$ cat config.mk
export PLATFORM = sky130hd
export DESIGN_NAME = adc_avg_decim
export DESIGN_NICKNAME = d
export VERILOG_FILES = /design/src/rtl/adc_avg_decim.sv
export SDC_FILE = /design/constraint.sdc
export NUM_CORES = 1
export LEC_CHECK = 0
export BUFFER_PORTS_ARGS = -buffer_cell sky130_fd_sc_hd__buf_4
export CAP_MARGIN = 20
export CORE_UTILIZATION = 45
export CTS_CLUSTER_DIAMETER = 50
export DETAILED_ROUTE_END_ITERATION = 10
export PLACE_DENSITY = 0.77
export SLEW_MARGIN = 20
export SYNTH_ARGS = -nofsm -noshare
export SYNTH_HDL_FRONTEND = slang
export SYNTH_SLANG_ARGS = --single-unit
$ cat constraint.sdc
create_clock -name iCLK -period 4.2 [get_ports iCLK]
set_clock_uncertainty 0.15 [all_clocks]
set_input_delay 0.84 -clock iCLK [delete_from_list [all_inputs] [get_ports iCLK]]
set_output_delay 0.84 -clock iCLK [all_outputs]
set_load 0.03 [all_outputs]
$ cat src/rtl/adc_avg_decim.sv
// adc_avg_decim: per-channel boxcar average over 2^LOG2_DEC samples,
// decimating by the same factor, with a one-deep output register.
//
// Output handshake: a result is transferred on every rising edge where
// oVALID and iREADY are both 1. While oVALID=1 and iREADY=0, oDATA/oOTR hold.
// oVALID never drops without a transfer. A window that completes while the
// output is held is lost, and oOVF pulses for one cycle.
module adc_avg_decim #(
    parameter int CH_NUM   = 2,
    parameter int D_BIT    = 10,
    parameter int LOG2_DEC = 3
) (
    input  logic                    iCLK,
    input  logic                    iRST_N,
    input  logic                    iEN,
    input  logic                    iDFS,
    input  logic [CH_NUM*D_BIT-1:0] iDATA,
    input  logic                    iVALID,
    input  logic [CH_NUM-1:0]       iOTR,
    input  logic                    iREADY,
    output logic [CH_NUM*D_BIT-1:0] oDATA,
    output logic                    oVALID,
    output logic [CH_NUM-1:0]       oOTR,
    output logic                    oOVF,
    output logic                    oSTATE   // 1 = ACC, 0 = IDLE
);

    // The accumulator has LOG2_DEC bits of headroom, so a full window of
    // extreme samples can never overflow it.
    localparam int AW = D_BIT + LOG2_DEC;

    typedef enum logic {IDLE = 1'b0, ACC = 1'b1} state_t;

    state_t                state_q, state_d;
    logic [LOG2_DEC-1:0]   cnt_q;
    logic signed [AW-1:0]  acc_q  [CH_NUM];
    logic signed [AW-1:0]  sum    [CH_NUM];
    logic [D_BIT-1:0]      conv   [CH_NUM];
    logic [CH_NUM*D_BIT-1:0] result;
    logic [CH_NUM-1:0]     otr_q, otr_win;
    logic                  take, clr, complete, load, drop;

    // State register.
    always_ff @(posedge iCLK or negedge iRST_N) begin
        if (!iRST_N) state_q <= IDLE;
        else         state_q <= state_d;
    end

    // Next state and datapath controls. Dropping iEN discards the partial
    // window in either state; samples are taken whenever iEN is high.
    always_comb begin
        state_d  = state_q;
        clr      = !iEN;
        take     = iEN && iVALID;
        complete = take && (&cnt_q);
        load     = complete && (!oVALID || iREADY);
        drop     = complete && oVALID && !iREADY;
        case (state_q)
            IDLE:    if (iEN)  state_d = ACC;
            ACC:     if (!iEN) state_d = IDLE;
            default: state_d = IDLE;
        endcase
    end

    // Signed conversion, running sums and the averaged result. Straight
    // binary becomes two's complement by flipping the MSB; the average is
    // the top D_BIT bits of the sum, which floors toward minus infinity.
    always_comb begin
        result = '0;
        for (int ch = 0; ch < CH_NUM; ch++) begin
            conv[ch]          = iDATA[ch*D_BIT +: D_BIT];
            conv[ch][D_BIT-1] = iDATA[ch*D_BIT + D_BIT - 1] ^ ~iDFS;
            sum[ch]           = acc_q[ch] + {{LOG2_DEC{conv[ch][D_BIT-1]}}, conv[ch]};
            result[ch*D_BIT +: D_BIT] = sum[ch][AW-1 -: D_BIT];
        end
        otr_win = otr_q | iOTR;
    end

    // Window accumulators, sample counter and windowed OTR flags.
    always_ff @(posedge iCLK or negedge iRST_N) begin
        if (!iRST_N) begin
            cnt_q <= '0;
            otr_q <= '0;
            for (int ch = 0; ch < CH_NUM; ch++) acc_q[ch] <= '0;
        end else if (clr || complete) begin
            cnt_q <= '0;
            otr_q <= '0;
            for (int ch = 0; ch < CH_NUM; ch++) acc_q[ch] <= '0;
        end else if (take) begin
            cnt_q <= cnt_q + LOG2_DEC'(1);
            otr_q <= otr_win;
            for (int ch = 0; ch < CH_NUM; ch++) acc_q[ch] <= sum[ch];
        end
    end

    // Output register, valid flag and overflow pulse.
    always_ff @(posedge iCLK or negedge iRST_N) begin
        if (!iRST_N) begin
            oDATA  <= '0;
            oOTR   <= '0;
            oVALID <= 1'b0;
            oOVF   <= 1'b0;
        end else begin
            oOVF <= drop;
            if (load) begin
                oDATA  <= result;
                oOTR   <= otr_win;
                oVALID <= 1'b1;
            end else if (oVALID && iREADY) begin
                oVALID <= 1'b0;
            end
        end
    end

    assign oSTATE = (state_q == ACC);

endmodule

==> results.py, run 1 <==
metrics = {
    "status": {
        "outcome": "finished clean",
    },
    "timing": {
        "fin_crit_sh_pct": 74.29,
        "hold_viol_final": 0,
        "max_freq_ghz": 0.3205,
        "grt_setup_unrepaired": "false",
        "relSlewSlack_pct": 29.74,
        "setup_viol": 0,
        "tns_ns": 0,
        "worst_slew_pin_slew_ns": 1.049,
        "layout_min_cycle_time_ns": 3.120,
        "final-max-slew-violation-count": 0,
    },
    "critical_path": {
        "worstSetupPathType": "in -> reg",
        "crit_arrival_ns": 3.18,
        "critical-path-top-delay-family": "compound AO/OA/AOI/OAI gates",
        "cp_num_buf_inv": 2,
        "cp_data_required_time_ns": 4.26,
        "path_common_cell": "a21o_1",
        "max_stage_delay_ns": 0.49,
        "crit_path_start_kind": "primary input",
        "critPathSlowestCell": "a311oi_1",
        "r2r_slack_ns": 1.54,
        "crit_fanout": 7,
        "path_cells": "buf_4, xor2_1, inv_1, ha_1, a21o_1, a21oi_1, nor2_1, a311oi_1, a211oi_1, a21o_1",
        "crit_path_end_kind": "flip-flop",
    },
    "logic_synthesis": {
        "ys_seq_area_share_pct": 42.93,
        "syn_avg_cell_area_um2": 10.11,
        "synthArstFlopShare_pct": 100.0,
        "yosysTopAreaCellShare_pct": 42.93,
        "synthMuxAreaShare_pct": 3.066,
        "synth_adder_area_share_pct": 11.96,
        "synth_xor_area_share_pct": 4.561,
        "yosys_warnings": 0,
        "synth_top_flop_cell": "dfrtp_1",
        "yosysTopAreaCell": "dfrtp_1",
        "postSynthCellCount": 323,
        "synth_cell_types": 46,
        "synth_nets": 381,
        "ys_seq_elements": 56,
        "synth-edff-count": 0,
        "synth_top_family_by_area": "compound AO/OA/AOI/OAI gates",
        "synth_compound_area_share_pct": 22.12,
        "syn_area_um2": 3264,
        "synthTopCellsByArea": "dfrtp_1, ha_1, a22o_1",
        "synthSimpleGateAreaFrac_pct": 13.03,
    },
    "global_routing": {
        "grt_pass1_vias": 2560,
        "grt_max_degree": 57,
        "grt_use_total_pct": 20.42,
        "grt_first_pass_wirelength_mm": 12.01,
        "antenna_found_initial": 0,
        "overflow": 0,
    },
    "placed_design": {
        "place.detailed.instances": 466,
        "hpwl_mm": 5.103,
        "place.gp.congestion": 0.8770,
        "io_buffers": 52,
    },
    "floorplan": {
        "io_pins": 53,
        "fp.coreArea_um2": 6907,
        "die-area_um2": 7599,
        "die_w_um": 87.17,
        "fp.dieH_um": 87.17,
        "start_util_pct": 47.26,
        "rows": 30,
    },
    "power_and_ir_drop": {
        "vdd_drop_max_mv": 0.1771,
        "power.density_nw_per_um2": 346.6,
        "p_leak_uw": 0.002033,
    },
    "cells_and_area": {
        "final_util_pct": 55.80,
        "nets": 435,
        "multi_input_area_um2": 1789,
        "syn_to_final_growth_pct": 18.05,
        "diodes": 0,
        "fill_cells": 633,
        "stdcell_count": 473,
        "register_area_um2": 1401,
        "drive_gt1_share_pct": 21.22,
    },
    "clock_tree": {
        "ctsHtreeMaxLevel": 2,
        "post-cts-setup-buffers": 0,
        "cts.path.max_buffers": 2,
        "clock_latency_ns": 0.31,
        "cts-resized-gates": 0,
        "hold_buffers": 0,
        "path_clk_slew_ns": 0.09,
        "numCtsBuffers": 5,
        "cts_tree": "yes",
        "cts-root-buf": "clkbuf_8",
        "cts_sinks": 56,
    },
    "drt": {
        "drc": 0,
        "drtPass1Iterations": 4,
        "drt-total-wl_mm": 7.133,
        "dr.first_iter.drc_count": 118,
        "vias": 2588,
        "antenna_left": 0,
        "route.detailed.wl_per_inst_um": 15.08,
        "vias_per_cell": 5.471,
    },
    "worst_hold_path": {
        "hp-class": "reg -> reg",
    },
    "job": {
        "maxCapViolations": 0,
    },
}
## report_power, final
part | switching [uW] | internal (uW) | total, uW
registers | 28.7 | 579 | 608
clock network | 180 | 114 | 294
logic | 240 | 194 | 434
total | 449 | 887 | 1340
## cell type report
cell class	instances	share of cell area, %
Timing Repair Buffer	56	10.91
Clock inverter	2	0.3247
Multi-Input combinational cell	247	46.43
Clock buffer	5	1.786
Tap cell	96	3.117
Sequential cell	56	36.36
Inverter	11	1.071
## Yosys cell counts, types with 6 or more instances
cell type  count
a21o_1        11
a21oi_1       14
a22o_1        23
clkbuf_1       8
dfrtp_1       56
ha_1          28
inv_1         11
mux2_2         8
nand2_1       43
nor2_1        15
nor2b_1        7
o21a_1         6
o21ai_0       16
xnor2_1       11
xor2_1         6
## layer usage
| layer | routed length, um | vias up | global-route usage [%] |
|---|---|---|---|
| li1 | - | 1276 | - |
| met1 | 3370 | 1239 | 28.05 |
| met2 | 3292 | 62 | 33.21 |
| met3 | 360 | 11 | 3.318 |
| met4 | 110 | 0 | 6.259 |
| met5 | 0 | - | 0 |
## logic make-up after synthesis
kind of cell	count (synthesis)
adders and majority gates	30
AOI/OAI and AO/OA	99
buffers and inverters	20
DFF	56
and+or+nand+nor	92
xor gates and xnor gates	17
muxes	9
## metrics by stage
step	total power, uW	hold slack (ns)	worst slack, ns	area [um2]
5_1_grt	1428	0.3590	0.8363	3854
4_1_cts	1346	0.3352	1.124	3854
6_report	1336	0.3334	1.080	3854
2_1_floorplan	935.1	0.3108	1.168	3264
3_5_place_dp	1049	0.3115	0.7823	3772
3_3_place_gp	1029	0.3060	0.9463	3772
## worst reg2reg max path, cell delays in order (launching register included)
cell and delay (ns):
dfrtp_1 0.41, ha_1 0.22, inv_1 0.07, fa_1 0.17, and2b_1 0.22, o31ai_2 0.28, a21oi_1 0.15, o41ai_1 0.59
or3_1 0.20, a31oi_1 0.08
## state kept, by name (all words and copies together) (netlist names)
signal  count
oDATA      20
cnt_q       3
oVALID      1
oOVF        1
acc_q      26
otr_q       2
oOTR        2
oSTATE      1
## layout by cell type (no fill, tap or decap), types with 6 or more instances in the layout
cell type	Yosys	layout
a21o_1	11	11
a21oi_1	14	14
a22o_1	23	23
buf_4	0	56
dfrtp_1	56	56
ha_1	28	28
inv_1	11	11
mux2_2	8	8
nand2_1	43	43
nor2_1	15	15
nor2b_1	7	6
o21a_1	6	6
o21ai_0	16	16
xnor2_1	11	11
xor2_1	6	6
## worst paths after layout
path                                start        end  cells past startpoint
worst max register to register  acc_q[13]   oDATA[9]                      9
worst min-delay path              oOTR[0]    oOTR[0]                      2
worst min register to register    oOTR[0]    oOTR[0]                      2
max in group asynchronous          iRST_N  acc_q[12]                      1
worst max-delay path                 iDFS  acc_q[12]                     10
min in group asynchronous          iRST_N  acc_q[13]                      1
No activity file was read; power rests on OpenSTA's default activity.
==> run 2: changes to the inputs <==
Clock period 4.2 ns to 3 ns, I/O delays scaled along.
==> run 2 against run 1 <==
Final cell count increased by 1.3%. Count of clock-buffer cells in the layout increased by 2. Clock power up 88%. First-iteration DRC count shrank 14%. Flip-flop and latch count unchanged. Combinational power rose by 41%. Sequential share of layout area is 0.76 points lower. Sequential power rose by 40%. Non-clock buffer count up 5. Largest cell class unchanged. Largest power group unchanged. Highest routed layer unchanged.
==> results.py, run 2 (same netlist as run 1, synthesis figures left out) <==
metrics = {
    "placed_design": {
        "hpwl_mm": 5.118,
        "io_buffers": 52,
        "place.gp.congestion": 0.8523,
        "dp_slack_ns": -0.04320,
        "dpl-instance-area_um2": 3810,
    },
    "job": {
        "maxCapViolations": 0,
    },
    "clock_tree": {
        "cts_sinks": 56,
        "cts_tree": "yes",
        "ctsHtreeMaxLevel": 2,
        "numCtsBuffers": 5,
        "cts-resized-gates": 0,
        "clock_latency_ns": 0.31,
        "post-cts-setup-buffers": 0,
        "cts.path.max_buffers": 2,
        "cts-root-buf": "clkbuf_8",
        "hold_buffers": 0,
        "path_clk_slew_ns": 0.10,
    },
    "timing": {
        "setup_viol": 0,
        "tns_ns": 0,
        "timing.final.ws_setup_ns": 0.2304,
        "fin_crit_sh_pct": 92.32,
        "relSlewSlack_pct": 52.21,
        "grt_setup_unrepaired": "false",
        "worst_slew_pin_slew_ns": 0.7169,
        "max_freq_ghz": 0.3611,
        "final-max-slew-violation-count": 0,
        "hold_viol_final": 0,
        "layout_min_cycle_time_ns": 2.770,
        "holdWs_ns": 0.1687,
    },
    "critical_path": {
        "critPathSlowestCell": "or4_1",
        "r2r_cells": 9,
        "r2r_start": "acc_q[13]",
        "max_stage_delay_ns": 0.50,
        "r2r_slack_ns": 0.38,
        "worstSetupPathType": "in -> reg",
        "cp_data_required_time_ns": 3.10,
        "crit_path_start_kind": "primary input",
        "crit_fanout": 10,
        "path_common_cell": "buf_4",
        "path_cells": "buf_4, xnor2_1, buf_4, ha_1, nand2_1, o21ai_0, mux2i_1, o41ai_1, or4_1, nand3_1",
        "crit_arrival_ns": 2.87,
        "crit_path_end_kind": "flip-flop",
        "r2r_end": "oDATA[9]",
    },
    "global_routing": {
        "grt_use_total_pct": 20.01,
        "grt_pass1_vias": 2583,
        "grt_max_degree": 57,
        "antenna_found_initial": 0,
        "overflow": 0,
        "grt_first_pass_wirelength_mm": 11.88,
    },
    "power_and_ir_drop": {
        "power.density_nw_per_um2": 512.0,
        "p_leak_uw": 0.002083,
        "vdd_drop_max_mv": 0.2051,
    },
    "cells_and_area": {
        "largest_reg_flops": 26,
        "largest_registers": "acc_q: 26 flops, oDATA: 20 flops, cnt_q: 3 flops",
        "nets": 440,
        "postLayoutCellArea_um2": 3936,
        "final_util_pct": 56.99,
        "final_common_cell": "buf_4",
        "syn_to_final_growth_pct": 20.58,
        "drive_gt1_share_pct": 22.45,
        "final_cell_mix": "buf_4, dfrtp_1, nand2_1",
        "regMostFlops": "acc_q",
        "diodes": 0,
    },
    "drt": {
        "drc": 0,
        "drtPass1Iterations": 4,
        "drt-total-wl_mm": 7.185,
        "antenna_left": 0,
        "route.detailed.wl_per_inst_um": 15.00,
        "vias_per_cell": 5.543,
        "dr.first_iter.drc_count": 101,
        "vias": 2655,
    },
    "worst_hold_path": {
        "hp-class": "in -> async",
    },
    "floorplan": {
        "die-area_um2": 7599,
        "start_util_pct": 47.26,
        "die_w_um": 87.17,
        "io_pins": 53,
        "fp.coreArea_um2": 6907,
        "rows": 30,
        "fp.dieH_um": 87.17,
    },
    "status": {
        "outcome": "finished clean",
    },
}
run 2: changes by cell type in the layout (fill, tap and decap cells not counted):
cell,previous run,this run
buf_4,56,61
clkbuf_8,5,7
bufinv_16,0,1
clkinv_2,1,0
clkinvlp_4,1,0
run 2: stage by stage:
stage               power (uW)  instances
detailed placement        1469        471
finish                    2015        479
CTS                       2027        479
global placement          1445        471
global route              2128        479
floorplan                 1309        323
run 2: worst max-delay path by stage:
stage               startpoint        end
floorplan                 iDFS  acc_q[25]
global placement          iDFS  acc_q[12]
detailed placement        iDFS  acc_q[25]
CTS                       iDFS  acc_q[25]
global route              iDFS  acc_q[25]
finish                    iDFS  acc_q[25]
run 2: metal layers:
metal	track usage, %	vias to the layer above	wire length [um]
li1	-	1286	-
met1	27.99	1304	3490
met2	32.14	56	3373
met3	3.223	9	222
met4	5.812	0	98
met5	0	-	0
run 2: worst max-delay path: cells and delay by family:
family,cells,cell delay [ns]
AND/OR/NAND/NOR,3,0.65
AO/OA/AOI/OAI,2,0.54
adder cells (fa/ha/maj),1,0.37
multiplexers,1,0.30
buffers and inverters,2,0.29
XOR/XNOR,1,0.11
run 2: power breakdown:
part | total [uW] | internal, uW | leakage, uW | switching, uW
combinational | 614 | 276 | 0.00126 | 338
clock | 552 | 295 | 0.0000645 | 256
sequential | 850 | 811 | 0.000759 | 38.7
run 2: cell type report:
| type | count | area, um2 |
|---|---|---|
| multi-input combinational | 247 | 1789 |
| sequential | 56 | 1401 |
| fill | 617 | 2970 |
| tap | 96 | 120.1 |
| clock buffer | 7 | 96.34 |
| clock inverter | 1 | 30.03 |
| timing repair buffer | 61 | 457.9 |
| inverter | 11 | 41.29 |
